$ cat src/rtl/seq_pkg.sv
// Shared definitions for the serial pattern detector: state encodings and
// the legal range of the pattern length.
package seq_pkg;

  typedef enum logic [1:0] {
    FILL = 2'b00,
    SCAN = 2'b01,
    HIT  = 2'b10
  } state_t;

  localparam int PATTERN_W_MIN = 2;
  localparam int PATTERN_W_MAX = 8;

  function automatic bit legal_pattern_w(input int w);
    return (w >= PATTERN_W_MIN) && (w <= PATTERN_W_MAX);
  endfunction

endpackage

$ cat src/rtl/seq_detect_fsm_sat_counter.sv
// Saturating match counter with a sticky saturation flag; a clear that
// coincides with an increment leaves the count at one.
module sat_counter #(
  parameter int CNT_W = 8
) (
  input  logic             CLK,
  input  logic             RST,
  input  logic             inc,
  input  logic             clr,
  output logic [CNT_W-1:0] count,
  output logic             sat
);

  localparam logic [CNT_W-1:0] MAX = '1;
  localparam logic [CNT_W-1:0] ONE = CNT_W'(1);

  always_ff @(posedge CLK or posedge RST) begin
    if (RST) begin
      count <= '0;
      sat   <= 1'b0;
    end else if (clr) begin
      count <= inc ? ONE : '0;
      sat   <= inc && (ONE == MAX);
    end else if (inc && (count != MAX)) begin
      count <= count + ONE;
      if (count == MAX - ONE) begin
        sat <= 1'b1;
      end
    end
  end

endmodule

$ cat src/rtl/seq_detect_fsm.sv
// Serial pattern detector: shifts accepted bits into a window, flags a
// registered match one cycle after the completing bit and counts matches.
module seq_detect_fsm
  import seq_pkg::*;
#(
  parameter int                   PATTERN_W = 3,
  parameter logic [PATTERN_W-1:0] PATTERN   = 3'b110,
  parameter bit                   OVERLAP   = 1'b1,
  parameter int                   CNT_W     = 8
) (
  input  logic             CLK,
  input  logic             RST,
  input  logic             In1,
  input  logic             In1_valid,
  input  logic             Clr,
  output logic             Out1,
  output logic [CNT_W-1:0] Match_cnt,
  output logic             Sat,
  output logic [1:0]       State
);

  localparam int                FILL_W = $clog2(PATTERN_W + 1);
  localparam logic [FILL_W-1:0] FULL   = FILL_W'(PATTERN_W);

  if (!legal_pattern_w(PATTERN_W)) begin : g_illegal_width
    $error("seq_detect_fsm: PATTERN_W out of range");
  end

  state_t               state_q, state_d;
  logic [PATTERN_W-1:0] window_q, window_d;
  logic [FILL_W-1:0]    fill_q, fill_d;
  logic                 match;

  always_comb begin
    state_d  = state_q;
    window_d = window_q;
    fill_d   = fill_q;
    match    = 1'b0;
    case (state_q)
      FILL, SCAN, HIT: begin
        if (In1_valid) begin
          window_d = {window_q[PATTERN_W-2:0], In1};
          fill_d   = (fill_q >= FULL) ? FULL : fill_q + FILL_W'(1);
          if ((fill_d == FULL) && (window_d == PATTERN)) begin
            match   = 1'b1;
            state_d = HIT;
            // Without overlap the next match must be built from fresh bits.
            if (!OVERLAP) begin
              fill_d = '0;
            end
          end else if (fill_d == FULL) begin
            state_d = SCAN;
          end else begin
            state_d = FILL;
          end
        end else if (state_q == HIT) begin
          state_d = OVERLAP ? SCAN : FILL;
        end
      end
      default: state_d = FILL;
    endcase
  end

  always_ff @(posedge CLK or posedge RST) begin
    if (RST) begin
      state_q  <= FILL;
      window_q <= '0;
      fill_q   <= '0;
      Out1     <= 1'b0;
    end else begin
      state_q  <= state_d;
      window_q <= window_d;
      fill_q   <= fill_d;
      Out1     <= (state_d == HIT);
    end
  end

  assign State = state_q;

  sat_counter #(
    .CNT_W(CNT_W)
  ) u_match_cnt (
    .CLK  (CLK),
    .RST  (RST),
    .inc  (match),
    .clr  (Clr),
    .count(Match_cnt),
    .sat  (Sat)
  );

endmodule

$ cat config.mk
export PLATFORM = sky130hd
export DESIGN_NAME = seq_detect_fsm
export DESIGN_NICKNAME = d
export VERILOG_FILES = /design/src/rtl/seq_pkg.sv /design/src/rtl/seq_detect_fsm_sat_counter.sv /design/src/rtl/seq_detect_fsm.sv
export SDC_FILE = /design/constraint.sdc
export NUM_CORES = 1
export LEC_CHECK = 0
export BUFFER_PORTS_ARGS = -buffer_cell sky130_fd_sc_hd__clkbuf_2
export CAP_MARGIN = 25
export CORE_MARGIN = 2
export CORE_UTILIZATION = 40
export DETAILED_ROUTE_END_ITERATION = 16
export PLACE_DENSITY = 0.66
export SLEW_MARGIN = 10
export SYNTH_ARGS = -nofsm -noshare
export SYNTH_HDL_FRONTEND = slang
export SYNTH_SLANG_ARGS = --single-unit
$ cat constraint.sdc
create_clock -name CLK -period 2.36 [get_ports CLK]
set_input_delay 0.236 -clock CLK [delete_from_list [all_inputs] [get_ports CLK]]
set_output_delay 0.236 -clock CLK [all_outputs]
set_load 0.005 [all_outputs]
==> flow_metrics.py, run 1 <==
metrics = {
    "sta": {
        "timing.hold.ws_ns": -0.01245,
        "rsz0062_at_grt": "no",
        "setup_viol": 0,
        "worst_slew_pin_slew_ns": 0.6030,
        "period_share": 0.7721,
        "final.min_clock_period_ns": 1.822,
        "hold_viol": 16,
        "skew_ns": 0.003264,
        "slew_viol_final": 0,
        "setup_tns_ns": 0,
        "max_freq_ghz": 0.5488,
        "slew_headroom": 0.5976,
    },
    "logic_synthesis": {
        "synth_cell_types": 27,
        "synthCells": 77,
        "synthTopCellsByCount": "16 x dfrtp_1, 8 x a21oi_1, 7 x inv_1",
        "syn_area_um2": 788.3,
        "synth_top_area_share": 0.5079,
        "ys_async_sr_fraction": 1.000,
        "synth_largest_area_cell": "dfrtp_1",
        "yosys_warnings": 0,
        "yosys-top-cells-area": "dfrtp_1 51%, a21oi_1 5.1%, inv_1 3.3%",
        "ys_seq_elements": 16,
        "synth_edf_count": 0,
        "ys_seq_area_frac": 0.5079,
        "synth.most_common_cell": "dfrtp_1",
        "syn_avg_cell_area_um2": 10.24,
        "syn_nets": 84,
        "synth_ff_type": "dfrtp_1",
    },
    "worst_setup_path": {
        "reg2reg_depth": 5,
        "cp_slowest_cell": "dfrtp_1",
        "worst_setup_path_end_kind": "register",
        "critPathKind": "register to register",
        "path_cells": "ha_1 > nand4_1 > o2111ai_2 > o31a_1 > o21ba_2",
        "max_stage_delay_ns": 0.45,
        "path_max_fanout": 12,
        "critPathArrivalTime_ns": 2.00,
        "critical_path_required_ns": 2.54,
        "start_kind": "register",
    },
    "cts": {
        "hold_buffers": 0,
        "ctsRootBufferMaster": "clkbuf_4",
        "cts.sink_count": 16,
        "cts_setup_buffers": 0,
        "h-tree-depth": 1,
        "cts_resized": 0,
        "tritoncts": "yes",
        "clkTransAtPathRegs_ns": 0.09,
        "clockBufferDepth": 2,
        "clock_latency_ns": 0.28,
        "cts_made_buffers": 3,
    },
    "place": {
        "place.gp.congestion": 0.8082,
        "dp_hpwl_mm": 1.055,
        "postPlaceCellArea_um2": 887.1,
        "numPortBuffers": 16,
    },
    "floorplanning": {
        "die_w_um": 48.39,
        "initial_core_util": 0.4145,
        "design.die.area_um2": 2342,
        "ioPinCount": 17,
        "num_rows": 16,
        "die_h_um": 48.39,
        "fp.coreArea_um2": 1902,
    },
    "routing": {
        "first_pass_iters": 6,
        "drc": 0,
        "vias": 632,
        "wirelength_mm": 1.466,
        "wl_per_cell_um": 12.02,
        "ant_nets": 0,
        "first_iter_violations": 18,
        "vias_per_cell": 5.180,
    },
    "power_and_ir_drop": {
        "seq_power_share": 0.564,
        "switching_share": 0.2405,
        "pwr-share-clk": 0.339,
        "power_density_nw_per_um2": 573.3,
        "ir_drop_v": 0.0002445,
        "total_power_mw": 0.5294,
        "internal_power_mw": 0.4021,
        "power.switching_mw": 0.1273,
        "p_leak_nw": 0.4116,
        "pwr-share-comb": 0.097,
    },
    "hold_path": {
        "hold_class": "input port to async pin",
    },
    "global_routing": {
        "antenna_found_initial": 0,
        "grt_start_max_net_pins": 17,
        "grt-ovfl-total": 0,
        "grt_first_pass_wirelength_mm": 2.615,
        "grt_pass1_vias": 608,
        "grtUsageTotal": 0.1446,
    },
    "final_layout": {
        "multiInputGateArea_um2": 346.6,
        "fin_nets": 103,
        "stdcell_area_um2": 923.4,
        "final_layout_size_suffix_gt1_frac": 0.2842,
        "diodes": 0,
        "fin_util": 0.4855,
        "fillCellCount": 193,
        "syn_to_final_growth_pct": 17.14,
        "regArea_um2": 400.4,
    },
    "status": {
        "status": "complete, but fails checks",
        "violations": "negative hold slack",
    },
    "job": {
        "drv_cap": 0,
    },
}
-- area by class of cell --
cell class	count	share of cell area
clock buffer	4	0.03930
inverter	7	0.02846
multi-input combinational	52	0.3753
sequential	16	0.4336
tap	27	0.03659
timing repair buffer	16	0.08672
-- routing by layer --
metal,global-route usage,vias to the layer above,part of all wire
met5,0,-,0
met4,0.1000,0,0
met3,0.009259,0,0.031
met2,0.2384,17,0.52
met1,0.1826,306,0.44
li1,-,309,-
-- critical path: cells and delay by family, from the launching register on --
| family | cells | cell delay (ns) |
|---|---|---|
| flops | 1 | 0.45 |
| compound gates | 3 | 0.86 |
| fa+ha+maj | 1 | 0.27 |
| simple gates | 1 | 0.14 |
-- worst paths after layout --
path                                            from              endpoint  slack, ns
worst max-delay path            u_match_cnt.count[0]  u_match_cnt.count[5]       0.54
worst min-delay path                             RST              State[0]      -0.01
worst min register to register           window_q[1]           window_q[1]       0.51
min in group CLK                                 In1           window_q[0]       0.19
worst max register to register  u_match_cnt.count[0]  u_match_cnt.count[5]       0.54
max in group asynchronous                        RST  u_match_cnt.count[0]       1.98
-- per-stage QoR --
stage	std cells	setup WS (ns)
6_report	122	0.5378
5_1_grt	122	0.4027
4_1_cts	122	0.5388
3_5_place_dp	118	0.5680
3_3_place_gp	118	0.6295
2_1_floorplan	77	0.7140
-- flip-flops by register name, summed over array words and instances (netlist names) --
signal             count
Out1                   1
window_q               2
State                  2
u_match_cnt.count      8
u_match_cnt.sat        1
fill_q                 2
-- placed cells by master (no fill, tap or decap), drive strengths merged, types with 3 or more instances in the layout --
master,synthesis,layout
a21oi,8,8
clkbuf,0,20
dfrtp,16,16
inv,7,7
nand2,5,5
nand3,4,4
nand4,3,3
nor2,5,5
o21ai,3,3
or3,4,4
-- kinds of logic after synthesis --
logic type | Yosys count | share of synthesized area
AO/OA/AOI/OAI | 19 | 0.1730
adder cells (fa/ha/maj) | 2 | 0.03174
buffers and inverters | 9 | 0.05238
flip-flops | 16 | 0.5079
multiplexers | 2 | 0.02857
AND/OR/NAND/NOR | 29 | 0.2064
-- power by group through the flow --
| stage | Combinational (mW) | Sequential (mW) | Clock [mW] |
|---|---|---|---|
| floorplan | 0.0346 | 0.303 | 0 |
| global placement | 0.0503 | 0.303 | 0 |
| detailed placement | 0.0518 | 0.304 | 0 |
| CTS | 0.0525 | 0.299 | 0.188 |
| global route | 0.0589 | 0.301 | 0.204 |
| finish | 0.0512 | 0.298 | 0.180 |
(Power assumes the default switching activity.)
==> inputs of run 2 (changes only) <==
--- a/config.mk
+++ b/config.mk
@@ -10,7 +10,7 @@
 export CORE_MARGIN = 2
 export CORE_UTILIZATION = 40
 export DETAILED_ROUTE_END_ITERATION = 16
-export PLACE_DENSITY = 0.66
+export PLACE_DENSITY = 0.68
 export SLEW_MARGIN = 10
 export SYNTH_ARGS = -nofsm -noshare
 export SYNTH_HDL_FRONTEND = slang
==> constraint.sdc (replaced) <==
create_clock -name CLK -period 1.55 [get_ports CLK]
set_input_delay 0.155 -clock CLK [delete_from_list [all_inputs] [get_ports CLK]]
set_output_delay 0.155 -clock CLK [all_outputs]
set_load 0.005 [all_outputs]
==> flow_metrics.py, run 2 (same netlist as run 1, synthesis figures left out) <==
metrics = {
    "status": {
        "status": "complete, but fails checks",
        "violations": "negative setup slack",
    },
    "final_layout": {
        "fin_nets": 125,
        "syn_to_final_growth_pct": 44.44,
        "final_layout_size_suffix_gt1_frac": 0.4701,
        "diodes": 0,
        "final_cell_mix": "19 x buf_4, 16 x dfrtp_1, 16 x clkbuf_2, 7 x inv_1",
        "instances_no_fill": 144,
        "largest_register": "u_match_cnt.count",
        "final_common_cell": "buf_4",
        "largest_reg_flops": 8,
    },
    "power_and_ir_drop": {
        "p_leak_nw": 0.5205,
        "ir_drop_v": 0.0004839,
        "pwr-share-clk": 0.331,
        "switching_share": 0.2521,
        "power.switching_mw": 0.2175,
        "power_density_nw_per_um2": 757.4,
        "pwr-share-comb": 0.150,
        "seq_power_share": 0.520,
        "internal_power_mw": 0.6449,
    },
    "cts": {
        "clkTransAtPathRegs_ns": 0.10,
        "clockBufferDepth": 2,
        "h-tree-depth": 1,
        "cts_made_buffers": 3,
        "tritoncts": "yes",
        "ctsRootBufferMaster": "clkbuf_4",
        "cts.sink_count": 16,
        "clock_latency_ns": 0.29,
    },
    "global_routing": {
        "busiest_layer": "met2",
        "grt-ovfl-total": 0,
        "gr-usage-met3": 0.03086,
        "grt_start_max_net_pins": 17,
        "grtUsageTotal": 0.1659,
        "grt_util_met1": 0.2124,
        "grt_pass1_vias": 663,
        "gr-usage-met2": 0.2755,
        "grt_first_pass_wirelength_mm": 2.980,
        "antenna_found_initial": 0,
    },
    "routing": {
        "first_pass_iters": 4,
        "vias_per_cell": 5.250,
        "wirelength_mm": 1.875,
        "drc": 0,
        "vias": 756,
        "ant_nets": 0,
        "first_iter_violations": 9,
        "wl_per_cell_um": 13.02,
    },
    "worst_setup_path": {
        "worst_setup_path_end_kind": "register",
        "critPathArrivalTime_ns": 1.78,
        "critical_path_required_ns": 1.77,
        "path_max_fanout": 4,
        "start_kind": "register",
        "critPathKind": "register to register",
    },
    "sta": {
        "worst_slew_pin_slew_ns": 0.6135,
        "max_freq_ghz": 0.6395,
        "final.min_clock_period_ns": 1.564,
        "timing.hold.ws_ns": 0.1203,
        "setup_tns_ns": -0.01656,
        "period_share": 1.009,
        "rsz0062_at_grt": "yes",
        "slew_viol_final": 0,
        "skew_ns": 0.003267,
        "hold_viol": 0,
        "setup_viol": 2,
        "worst_slack_ns": -0.01382,
        "slew_headroom": 0.5906,
    },
    "place": {
        "dp_hpwl_mm": 1.208,
        "place.gp.congestion": 0.8086,
        "dp_cells": 130,
        "numPortBuffers": 16,
    },
    "floorplanning": {
        "die_h_um": 48.39,
        "ioPinCount": 17,
        "design.die.area_um2": 2342,
        "die_w_um": 48.39,
        "num_rows": 16,
        "fp.coreArea_um2": 1902,
        "initial_core_util": 0.4145,
    },
    "job": {
        "drv_cap": 0,
    },
    "hold_path": {
        "hold_class": "input port to register",
    },
}
[run 2: final timing paths]
kind                            cells after the start  slack (ns)                   end                  from
worst min-delay path                                2        0.12           window_q[0]                   In1
worst min register to register                      1        0.52           window_q[1]           window_q[1]
max in group asynchronous                           3        0.69             fill_q[0]                   RST
worst max-delay path                                4       -0.01  u_match_cnt.count[7]  u_match_cnt.count[5]
worst max register to register                      4       -0.01  u_match_cnt.count[7]  u_match_cnt.count[5]
min in group asynchronous                           3        0.46  u_match_cnt.count[6]                   RST
[run 2: cell type report]
class,instances,area [um^2]
Sequential cell,16,400.4
Fill cell,178,763.2
Timing Repair Buffer,38,255.2
Multi-Input combinational cell,52,386.6
Tap cell,27,33.78
Clock buffer,4,36.28
Inverter,7,26.28
[run 2: power by group through the flow]
stage | Combinational [mW] | Clock (mW) | Sequential [mW]
finish | 0.129 | 0.285 | 0.448
global route | 0.143 | 0.317 | 0.450
CTS | 0.119 | 0.288 | 0.448
detailed placement | 0.104 | 0 | 0.457
global placement | 0.101 | 0 | 0.456
floorplan | 0.0527 | 0 | 0.462
[run 2: per-stage QoR]
stage	utilization	setup slack, ns	power, mW	cell area (um^2)
2_1_floorplan	-	0.007893	0.5147	790.8
3_3_place_gp	0.5151	0.04316	0.5575	979.7
3_5_place_dp	0.5151	-0.05408	0.5606	979.7
4_1_cts	0.5717	0.0004671	0.8550	1087
5_1_grt	0.5987	-0.07631	0.9096	1139
6_report	0.5987	-0.01382	0.8624	1139
[run 2: routing by layer]
metal,up-vias,part of all wire
met5,-,0
met4,0,0.022
met3,10,0.030
met2,24,0.51
met1,365,0.44
li1,357,-
[run 2: critical path, stage by stage, from the launching register on]
cell and delay, ns:
dfrtp_1 0.43, nand3_1 0.21, nand2b_1 0.24, or4_1 0.48, a21oi_1 0.14
[run 2: timing repair]
item,in CTS,in global routing
endpoints found under the hold margin,16,0
pin swaps,6,8
gates resized for setup,5,5
hold buffers,1,0
buffers inserted,5,4
endpoints found under the setup margin,3,8
==> inputs of run 3 (changes only) <==
==> constraint.sdc (replaced) <==
create_clock -name CLK -period 1.4 [get_ports CLK]
set_input_delay 0.14 -clock CLK [delete_from_list [all_inputs] [get_ports CLK]]
set_output_delay 0.14 -clock CLK [all_outputs]
set_load 0.005 [all_outputs]
==> flow_metrics.py, run 3 (same netlist as run 1, synthesis figures left out) <==
metrics = {
    "final_layout": {
        "diodes": 0,
        "fillCellCount": 153,
        "final_cell_mix": "18 x buf_4, 16 x dfrtp_1, 16 x clkbuf_2, 7 x a21oi_1, 6 x inv_1",
        "fin_util": 0.6020,
        "final_common_cell": "buf_4",
        "syn_to_final_growth_pct": 45.24,
        "largest_register": "u_match_cnt.count",
        "instances_no_fill": 144,
        "final_layout_size_suffix_gt1_frac": 0.4701,
        "regArea_um2": 400.4,
        "fin_nets": 125,
        "multiInputGateArea_um2": 389.1,
        "largest_reg_flops": 8,
    },
    "routing": {
        "first_pass_iters": 4,
        "vias": 738,
        "wirelength_mm": 1.922,
        "first_iter_violations": 16,
        "wl_per_cell_um": 13.35,
        "wl_met2_um": 995,
        "wl_met3_um": 51,
        "drc": 0,
        "highest_layer": "met4",
        "vias_per_cell": 5.125,
        "wl_met1_um": 824,
        "ant_nets": 0,
    },
    "place": {
        "dp_cells": 134,
        "dp_hpwl_mm": 1.311,
        "place.gp.congestion": 0.8086,
        "numPortBuffers": 16,
    },
    "floorplanning": {
        "ioPinCount": 17,
        "initial_core_util": 0.4145,
        "fp.coreArea_um2": 1902,
        "design.die.area_um2": 2342,
        "num_rows": 16,
        "die_w_um": 48.39,
        "die_h_um": 48.39,
    },
    "worst_setup_path": {
        "path_max_fanout": 4,
        "critPathArrivalTime_ns": 1.79,
        "start_kind": "register",
        "worst_setup_path_end_kind": "register",
        "critPathKind": "register to register",
        "critical_path_required_ns": 1.62,
    },
    "global_routing": {
        "grt_start_max_net_pins": 17,
        "grt_pass1_vias": 727,
        "grt_first_pass_wirelength_mm": 3.284,
        "antenna_found_initial": 0,
        "grt-ovfl-total": 0,
        "grtUsageTotal": 0.1854,
    },
    "cts": {
        "ctsRootBufferMaster": "clkbuf_4",
        "clock_latency_ns": 0.29,
        "clockBufferDepth": 2,
        "cts_made_buffers": 3,
        "clkTransAtPathRegs_ns": 0.10,
        "cts.sink_count": 16,
        "h-tree-depth": 1,
        "tritoncts": "yes",
    },
    "sta": {
        "rsz0062_at_grt": "yes",
        "final.min_clock_period_ns": 1.570,
        "slew_viol_final": 0,
        "setup_viol": 9,
        "max_freq_ghz": 0.6368,
        "timing.hold.ws_ns": 0.09835,
        "worst_slew_pin_slew_ns": 0.5936,
        "slew_headroom": 0.6038,
        "hold_viol": 0,
        "period_share": 1.122,
        "skew_ns": 0.009147,
        "worst_slack_ns": -0.1704,
    },
    "job": {
        "drv_cap": 0,
    },
    "power_and_ir_drop": {
        "total_power_mw": 0.9636,
        "power_density_nw_per_um2": 841.7,
        "pwr-share-clk": 0.319,
        "ir_drop_v": 0.0005769,
        "power.switching_mw": 0.2385,
        "p_leak_nw": 0.5270,
        "seq_power_share": 0.514,
        "internal_power_mw": 0.7251,
        "switching_share": 0.2475,
        "pwr-share-comb": 0.167,
    },
    "hold_path": {
        "hold_class": "input port to register",
    },
    "status": {
        "status": "complete, but fails checks",
        "violations": "negative setup slack",
    },
}
==> run 3: cell counts in the layout (fill, tap and decap cells not counted) <==
No cell type changed its count.
==> run 3: layer usage <==
metal	up-vias	GRT usage
met3	5	0.02778
met2	18	0.3125
met1	357	0.2213
met4	0	0.1190
li1	358	-
met5	-	0
==> run 3: worst max-delay path, stage by stage, from the launching register on <==
cell      delay (ns)
dfrtp_1         0.40
ha_2            0.19
nand4_1         0.16
nand2b_1        0.14
or4_1           0.48
a21oi_1         0.13
==> run 3: layout make-up <==
type	count	share of cell area
Sequential cell	16	0.3497
Tap cell	27	0.02951
Clock buffer	4	0.03169
Inverter	7	0.02295
Timing Repair Buffer	38	0.2262
Multi-Input combinational cell	52	0.3399
==> run 3: worst paths after layout <==
kind / startpoint / end / slack, ns / cells after the start
max: u_match_cnt.count[1] / u_match_cnt.count[7] / -0.17 / 5
min: In1 / window_q[0] / 0.1 / 2
max reg2reg: u_match_cnt.count[1] / u_match_cnt.count[7] / -0.17 / 5
min reg2reg: u_match_cnt.sat / u_match_cnt.sat / 0.52 / 2
max in group asynchronous: RST / window_q[0] / 0.57 / 3
min in group asynchronous: RST / u_match_cnt.count[7] / 0.44 / 3
==> run 3: metrics by stage <==
step           cell area [um^2]  setup slack [ns]  TNS [ns]
2_1_floorplan             790.8           -0.1031   -0.4749
3_3_place_gp               1010          -0.08431   -0.1924
3_5_place_dp               1010           -0.1538   -0.5276
4_1_cts                    1139           -0.1451   -0.8187
5_1_grt                    1145           -0.2418    -1.644
6_report                   1145           -0.1704   -0.9350
==> run 3: timing repair <==
item / in CTS / in global routing
pin swaps: 12 / 11
setup buffers: 5 / 4
hold buffers: 1 / 0
endpoints found under the hold margin: 16 / 0
gates resized for setup: 11 / 4
setup endpoints to repair: 8 / 11
==> run 3: power by group through the flow <==
stage	logic, mW	registers, mW	clock network [mW]
2_1_floorplan	0.0583	0.511	0
3_3_place_gp	0.120	0.503	0
3_5_place_dp	0.125	0.505	0
4_1_cts	0.161	0.496	0.317
5_1_grt	0.178	0.498	0.340
6_report	0.161	0.495	0.307
